`src/rtl/nexus_stream_tx_if.sv`:
```
// Request and inbound-stream bundle of nexus_stream_tx.
// Signal suffixes are relative to the transmitter: _i are driven by the host/mesh, _o by the transmitter.
interface nexus_stream_tx_if #(
   parameter int unsigned STREAM_WIDTH   = 32,
   parameter int unsigned ADDR_ROW_WIDTH = 4,
   parameter int unsigned ADDR_COL_WIDTH = 4,
   parameter int unsigned COMMAND_WIDTH  = 2,
   parameter int unsigned PAYLOAD_WIDTH  = STREAM_WIDTH - ADDR_ROW_WIDTH - ADDR_COL_WIDTH - COMMAND_WIDTH
);
   logic [ADDR_ROW_WIDTH-1:0] req_row_i;
   logic [ADDR_COL_WIDTH-1:0] req_col_i;
   logic [COMMAND_WIDTH-1:0]  req_command_i;
   logic [PAYLOAD_WIDTH-1:0]  req_payload_i;
   logic                      req_bcast_i;
   logic                      req_valid_i;
   logic                      req_ready_o;
   logic [STREAM_WIDTH-1:0]   inbound_data_o;
   logic                      inbound_valid_o;
   logic                      inbound_ready_i;

   modport master (
      output req_row_i, req_col_i, req_command_i, req_payload_i, req_bcast_i, req_valid_i,
      input  req_ready_o,
      input  inbound_data_o, inbound_valid_o,
      output inbound_ready_i
   );

   modport slave (
      input  req_row_i, req_col_i, req_command_i, req_payload_i, req_bcast_i, req_valid_i,
      output req_ready_o,
      output inbound_data_o, inbound_valid_o,
      input  inbound_ready_i
   );
endinterface

```
`src/rtl/nexus_stream_tx.sv`:
```
// Host-side transmitter: queues addressed/broadcast requests in a small FIFO and
// serialises them into packed inbound stream words, expanding broadcasts over the mesh.
module nexus_stream_tx #(
   parameter int unsigned ROWS           = 3,
   parameter int unsigned COLUMNS        = 3,
   parameter int unsigned STREAM_WIDTH   = 32,
   parameter int unsigned ADDR_ROW_WIDTH = 4,
   parameter int unsigned ADDR_COL_WIDTH = 4,
   parameter int unsigned COMMAND_WIDTH  = 2,
   parameter int unsigned PAYLOAD_WIDTH  = STREAM_WIDTH - ADDR_ROW_WIDTH - ADDR_COL_WIDTH - COMMAND_WIDTH,
   parameter int unsigned FIFO_DEPTH     = 4,
   parameter int unsigned COUNTER_WIDTH  = 32
) (
   input  logic                     clk_i,
   input  logic                     rst_i,
   nexus_stream_tx_if.slave         bus,
   output logic                     busy_o,
   output logic [COUNTER_WIDTH-1:0] sent_count_o
);

   localparam int unsigned PTR_WIDTH   = $clog2(FIFO_DEPTH);
   localparam int unsigned CP_WIDTH    = COMMAND_WIDTH + PAYLOAD_WIDTH;
   localparam int unsigned ENTRY_WIDTH = 1 + STREAM_WIDTH;
   localparam logic [ADDR_ROW_WIDTH-1:0] ROW_LAST = ADDR_ROW_WIDTH'(ROWS - 1);
   localparam logic [ADDR_COL_WIDTH-1:0] COL_LAST = ADDR_COL_WIDTH'(COLUMNS - 1);

   typedef enum logic [1:0] {ST_IDLE, ST_SEND, ST_BCAST} state_t;

   logic [ENTRY_WIDTH-1:0]    fifo_q [FIFO_DEPTH];
   logic [PTR_WIDTH:0]        wr_ptr_q, wr_ptr_d;
   logic [PTR_WIDTH:0]        rd_ptr_q, rd_ptr_d;
   logic                      fifo_empty, fifo_full;
   logic                      push, pop;
   logic [ENTRY_WIDTH-1:0]    push_entry, head;

   state_t                    state_q, state_d;
   logic [ADDR_ROW_WIDTH-1:0] row_q, row_d;
   logic [ADDR_COL_WIDTH-1:0] col_q, col_d;
   logic [CP_WIDTH-1:0]       cp_q, cp_d;
   logic                      valid_q, valid_d;
   logic [COUNTER_WIDTH-1:0]  count_q, count_d;
   logic                      fire, bcast_last, load_next;

   // Ready depends only on occupancy, so a push into a full FIFO never rides on a same-cycle pop.
   assign fifo_empty = (wr_ptr_q == rd_ptr_q);
   assign fifo_full  = (wr_ptr_q[PTR_WIDTH] != rd_ptr_q[PTR_WIDTH]) &&
                       (wr_ptr_q[PTR_WIDTH-1:0] == rd_ptr_q[PTR_WIDTH-1:0]);
   assign push       = bus.req_valid_i & ~fifo_full;
   assign push_entry = {bus.req_bcast_i, bus.req_row_i, bus.req_col_i, bus.req_command_i, bus.req_payload_i};
   assign head       = fifo_q[rd_ptr_q[PTR_WIDTH-1:0]];
   assign wr_ptr_d   = push ? wr_ptr_q + (PTR_WIDTH+1)'(1) : wr_ptr_q;
   assign rd_ptr_d   = pop  ? rd_ptr_q + (PTR_WIDTH+1)'(1) : rd_ptr_q;

   assign fire       = valid_q & bus.inbound_ready_i;
   assign bcast_last = (row_q == ROW_LAST) && (col_q == COL_LAST);
   assign count_d    = fire ? count_q + COUNTER_WIDTH'(1) : count_q;

   always_ff @(posedge clk_i) begin
      if (push) begin
         fifo_q[wr_ptr_q[PTR_WIDTH-1:0]] <= push_entry;
      end
   end

   always_comb begin
      state_d   = state_q;
      row_d     = row_q;
      col_d     = col_q;
      cp_d      = cp_q;
      valid_d   = valid_q;
      pop       = 1'b0;
      load_next = 1'b0;
      case (state_q)
         ST_IDLE: load_next = 1'b1;
         ST_SEND: load_next = fire;
         ST_BCAST: begin
            if (fire) begin
               if (bcast_last) begin
                  load_next = 1'b1;
               end else if (col_q == COL_LAST) begin
                  col_d = '0;
                  row_d = row_q + ADDR_ROW_WIDTH'(1);
               end else begin
                  col_d = col_q + ADDR_COL_WIDTH'(1);
               end
            end
         end
         default: state_d = ST_IDLE;
      endcase
      // Slot is free: refill from the FIFO head in the same cycle, or fall back to idle.
      if (load_next) begin
         if (!fifo_empty) begin
            pop     = 1'b1;
            valid_d = 1'b1;
            cp_d    = head[CP_WIDTH-1:0];
            if (head[STREAM_WIDTH]) begin
               row_d   = '0;
               col_d   = '0;
               state_d = ST_BCAST;
            end else begin
               row_d   = head[STREAM_WIDTH-1 -: ADDR_ROW_WIDTH];
               col_d   = head[STREAM_WIDTH-ADDR_ROW_WIDTH-1 -: ADDR_COL_WIDTH];
               state_d = ST_SEND;
            end
         end else begin
            valid_d = 1'b0;
            state_d = ST_IDLE;
         end
      end
   end

   always_ff @(posedge clk_i or posedge rst_i) begin
      if (rst_i) begin
         wr_ptr_q <= '0;
         rd_ptr_q <= '0;
         state_q  <= ST_IDLE;
         row_q    <= '0;
         col_q    <= '0;
         cp_q     <= '0;
         valid_q  <= 1'b0;
         count_q  <= '0;
      end else begin
         wr_ptr_q <= wr_ptr_d;
         rd_ptr_q <= rd_ptr_d;
         state_q  <= state_d;
         row_q    <= row_d;
         col_q    <= col_d;
         cp_q     <= cp_d;
         valid_q  <= valid_d;
         count_q  <= count_d;
      end
   end

   assign bus.req_ready_o     = ~fifo_full;
   assign bus.inbound_data_o  = {row_q, col_q, cp_q};
   assign bus.inbound_valid_o = valid_q;
   assign busy_o              = ~fifo_empty | valid_q;
   assign sent_count_o        = count_q;

endmodule

```
`src/flat_wrapper.sv`:
```
// flat-port wrapper written by rule: the top's interface ports become plain ports
module nexus_stream_tx_flat 
#(
   parameter int unsigned ROWS           = 3,
   parameter int unsigned COLUMNS        = 3,
   parameter int unsigned STREAM_WIDTH   = 32,
   parameter int unsigned ADDR_ROW_WIDTH = 4,
   parameter int unsigned ADDR_COL_WIDTH = 4,
   parameter int unsigned COMMAND_WIDTH  = 2,
   parameter int unsigned PAYLOAD_WIDTH  = STREAM_WIDTH - ADDR_ROW_WIDTH - ADDR_COL_WIDTH - COMMAND_WIDTH,
   parameter int unsigned FIFO_DEPTH     = 4,
   parameter int unsigned COUNTER_WIDTH  = 32
)
  (clk_i, rst_i, busy_o, sent_count_o, bus_req_row_i, bus_req_col_i, bus_req_command_i, bus_req_payload_i, bus_req_bcast_i, bus_req_valid_i, bus_req_ready_o, bus_inbound_data_o, bus_inbound_valid_o, bus_inbound_ready_i);
  nexus_stream_tx_if #(.STREAM_WIDTH(STREAM_WIDTH), .ADDR_ROW_WIDTH(ADDR_ROW_WIDTH), .ADDR_COL_WIDTH(ADDR_COL_WIDTH), .COMMAND_WIDTH(COMMAND_WIDTH), .PAYLOAD_WIDTH(PAYLOAD_WIDTH)) bus_i ();
  input  logic clk_i;
  input  logic rst_i;
  output logic busy_o;
  output logic [COUNTER_WIDTH-1:0] sent_count_o;
  input wire logic [$bits(bus_i.req_row_i)-1:0] bus_req_row_i;
  input wire logic [$bits(bus_i.req_col_i)-1:0] bus_req_col_i;
  input wire logic [$bits(bus_i.req_command_i)-1:0] bus_req_command_i;
  input wire logic [$bits(bus_i.req_payload_i)-1:0] bus_req_payload_i;
  input wire logic [$bits(bus_i.req_bcast_i)-1:0] bus_req_bcast_i;
  input wire logic [$bits(bus_i.req_valid_i)-1:0] bus_req_valid_i;
  output wire logic [$bits(bus_i.req_ready_o)-1:0] bus_req_ready_o;
  output wire logic [$bits(bus_i.inbound_data_o)-1:0] bus_inbound_data_o;
  output wire logic [$bits(bus_i.inbound_valid_o)-1:0] bus_inbound_valid_o;
  input wire logic [$bits(bus_i.inbound_ready_i)-1:0] bus_inbound_ready_i;
  assign bus_i.req_row_i = bus_req_row_i;
  assign bus_i.req_col_i = bus_req_col_i;
  assign bus_i.req_command_i = bus_req_command_i;
  assign bus_i.req_payload_i = bus_req_payload_i;
  assign bus_i.req_bcast_i = bus_req_bcast_i;
  assign bus_i.req_valid_i = bus_req_valid_i;
  assign bus_req_ready_o = bus_i.req_ready_o;
  assign bus_inbound_data_o = bus_i.inbound_data_o;
  assign bus_inbound_valid_o = bus_i.inbound_valid_o;
  assign bus_i.inbound_ready_i = bus_inbound_ready_i;
  nexus_stream_tx #(.ROWS(ROWS), .COLUMNS(COLUMNS), .STREAM_WIDTH(STREAM_WIDTH), .ADDR_ROW_WIDTH(ADDR_ROW_WIDTH), .ADDR_COL_WIDTH(ADDR_COL_WIDTH), .COMMAND_WIDTH(COMMAND_WIDTH), .PAYLOAD_WIDTH(PAYLOAD_WIDTH), .FIFO_DEPTH(FIFO_DEPTH), .COUNTER_WIDTH(COUNTER_WIDTH)) u_core (.clk_i(clk_i), .rst_i(rst_i), .bus(bus_i), .busy_o(busy_o), .sent_count_o(sent_count_o));
endmodule
```
`config.mk`:
```
export PLATFORM = sky130hd
export DESIGN_NAME = nexus_stream_tx_flat
export DESIGN_NICKNAME = d
export VERILOG_FILES = /design/src/rtl/nexus_stream_tx_if.sv /design/src/rtl/nexus_stream_tx.sv /design/src/flat_wrapper.sv
export SDC_FILE = /design/constraint.sdc
export NUM_CORES = 1
export LEC_CHECK = 0
export CORE_MARGIN = 5
export CORE_UTILIZATION = 30
export CTS_CLUSTER_SIZE = 10
export DETAILED_ROUTE_END_ITERATION = 8
export MAX_ROUTING_LAYER = met4
export SYNTH_ARGS = -nofsm -noshare
export SYNTH_HDL_FRONTEND = slang
export SYNTH_SLANG_ARGS = --single-unit
```
`constraint.sdc`:
```
create_clock -name clk_i -period 7.45 [get_ports clk_i]
set_input_delay 1.1175 -clock clk_i [delete_from_list [all_inputs] [get_ports clk_i]]
set_output_delay 1.1175 -clock clk_i [all_outputs]
set_load 0.005 [all_outputs]
```
==> summary.txt <==
Via count = 4369
Clock tree buffer depth = 3
Drc violations = 0
Mapped Cells = 451
Post-route cell area = 10230 µm²
Setup Skew = 0.01025 ns
Power per Cell Area = 265.1 nW/µm²
Final Worst Setup Slack = 3.470 ns
# Max-Cap Violations = 0
Largest net degree at the start of global routing = 74
WL final = 16.76 mm
Net Count, Synth = 496
Post-route ant nets = 0
Data arrival, critical path = 2.86 ns
Most frequent cell after synthesis = edfxtp_1
CTS buffer count = 24
Final-stage net count = 608
Htree depth = 1
R2R cell count = 6
Ys flop type = edfxtp_1
First-pass detailed-route iteration total = 4
Overall Global Routing Usage = 11.31%
Final hold viol count = 0
Clk slew on worst S/H paths = 0.06 ns
Initial drt markers = 324
Crit path capture type = output pin
Outcome = complete, no violations
Tmin final = 3.980 ns
Clock Tree Root = clkbuf_16
Main area contributors after synthesis = edfxtp_1, dfrtp_1, mux4_2
Post-DP HPWL = 10.51 mm
Commonest cells in the synthesized netlist = edfxtp_1, dfrtp_1, xnor2_1
Yosys top cell area share = 48.62%
Hold depth = 1
Area Overhead vs Synth = 25.44%
Share of cells above drive strength 1 = 13.60%
PortBufs = 103
Die Footprint = 30570 µm²
Number of flops mapped to enable cells by yosys = 132
First-pass GRT wire length = 26.83 mm
Setup WS pre-CTS = 3.685 ns
CP required = 6.33 ns
Largest area contributor in the netlist = edfxtp_1
FF-to-FF setup slack = 4.45 ns
Yosys cell types = 43
# resized after CTS = 0
Crit Path Class = reg2out
Vias in the first global route = 4683
# rows = 60
Die Span Y = 174.9 µm
I/O pins = 104
FFs w/ async S/R, synth = 35.61%
Fmax achieved = 251.3 MHz
Rel. slew slack = 34.72%
P_leak = 3.690 nW
Antenna cells = 0
Core Area = 26880 µm²
Wire per inst = 18.17 µm
Final worst-path cycle share = 53.42%
Post-CTS Hold Buffers = 0
Slew Viols, Final = 0
Initial antenna violation count = 0
Crit Path Max Fanout = 36
Final setup vio count = 0
Synth Register Bits = 205
Clock sink count = 205
Post CTS Setup Buffer Count = 0
Filler instances = 2483
Peak VDD IR = 157.0 µV
Startpoint Class = flop
Mapped Avg Cell Area = 18.08 µm²
TritonCTS clock tree = built
Setup TNS = 0 ns
Seq/Total Area, Yosys = 71.03%
Worst Hold Class = reg2reg
Initial core utilization = 30.34%
Vias per cell = 4.739
Worst-margin pin slew = 0.9792 ns
Post-Syn Area = 8153 µm²
Clk Latency, worst-skew pair = 0.52 ns
Unrepaired setup endpoints after global routing = false
Routability Congestion = 0.7959
Syn. warnings = 0
Global route total overflow = 0
WHS = 0.4745 ns
Post-DP Area = 9524 µm²
DIE WIDTH = 174.9 µm
-- final timing paths --
check / startpoint / to
worst max-delay path: u_core.rd_ptr_q[1] / busy_o
worst min-delay path: u_core.sent_count_o[31] / u_core.sent_count_o[31]
worst max register to register: u_core.row_q[0] / u_core.cp_q[8]
worst min register to register: u_core.sent_count_o[31] / u_core.sent_count_o[31]
max in group asynchronous: rst_i / u_core.rd_ptr_q[0]
min in group asynchronous: rst_i / u_core.sent_count_o[29]
-- flip-flops by register name, indices dropped and copies added (netlist names) --
| signal | cells |
|---|---|
| u_core.bus.inbound_valid_o | 1 |
| u_core.col_q | 4 |
| u_core.cp_q | 24 |
| u_core.fifo_q | 132 |
| u_core.rd_ptr_q | 3 |
| u_core.row_q | 4 |
| u_core.sent_count_o | 32 |
| u_core.state_q | 2 |
| u_core.wr_ptr_q | 3 |
-- layout by cell type, fill, tap and decap left out, types with 2 or more instances in the layout --
cell type / instances
edfxtp_1: 132
clkdlybuf4s50_1: 103
dfrtp_1: 71
xnor2_1: 36
mux4_2: 33
nand3_1: 26
clkbuf_16: 24
mux2_1: 23
clkbuf_1: 18
nand4_1: 16
xor2_1: 8
ha_1: 8
inv_1: 7
nand2_1: 7
and4_1: 7
o21ai_0: 7
and2_2: 5
and2_1: 4
mux2_2: 4
and3_1: 4
nor2_1: 3
nor3_1: 3
buf_4: 3
a31oi_1: 2
a32o_1: 2
a21oi_1: 2
o31ai_1: 2
mux2i_1: 2
clkinv_2: 2
dfrtp_2: 2
-- critical path, cell delays in order, from the launching register on --
cell and delay, ns:
dfrtp_2 0.96, xnor2_1 0.27, nand3_1 0.29, or2_2 0.35, clkdlybuf4s50_1 0.47
-- cells by family (layout without fill, tap and decap cells) --
group | Yosys count | in the layout | synth area share (%)
AOI/OAI and AO/OA | 19 | 19 | 1.796
buffers and inverters | 28 | 158 | 1.826
muxes | 62 | 62 | 13.09
DFF | 205 | 205 | 71.03
xor gates and xnor gates | 44 | 44 | 4.727
and+or+nand+nor | 85 | 85 | 6.308
adders and majority gates | 8 | 8 | 1.228
-- metal layers --
metal  global-route usage (%)  routed length [µm]  vias to the layer above
met2                    17.92                8060                      151
met3                    2.337                1009                       27
met1                    15.15                7339                     2217
met4                    2.619                 348                        0
met5                        -                   0                        -
li1                         -                   -                     1974
-- report_power, final --
| group | total [mW] | switching, mW | internal, mW |
|---|---|---|---|
| sequential | 1.42 | 0.0361 | 1.38 |
| combinational | 0.242 | 0.156 | 0.0859 |
| clock | 1.05 | 0.440 | 0.608 |
| total | 2.71 | 0.632 | 2.08 |
-- layout make-up --
| class | count | area (µm²) | share of cell area [%] |
|---|---|---|---|
| Clock buffer | 42 | 668.1 | 6.533 |
| Clock inverter | 2 | 35.03 | 0.3425 |
| Inverter | 8 | 31.28 | 0.3058 |
| Multi-Input combinational cell | 218 | 2220 | 21.70 |
| Sequential cell | 205 | 5793 | 56.64 |
| Tap cell | 341 | 426.7 | 4.172 |
| Timing Repair Buffer | 106 | 1054 | 10.30 |
-- per-stage QoR --
stage          power (mW)  instances  utilization, %
6_report            2.711        922           38.05
5_1_grt             2.828        922           38.05
4_1_cts             2.752        922           38.05
3_5_place_dp        1.696        878           35.44
3_3_place_gp        1.678        878           35.44
2_1_floorplan       1.578        451               -
Power figures use the tool's default switching activity.
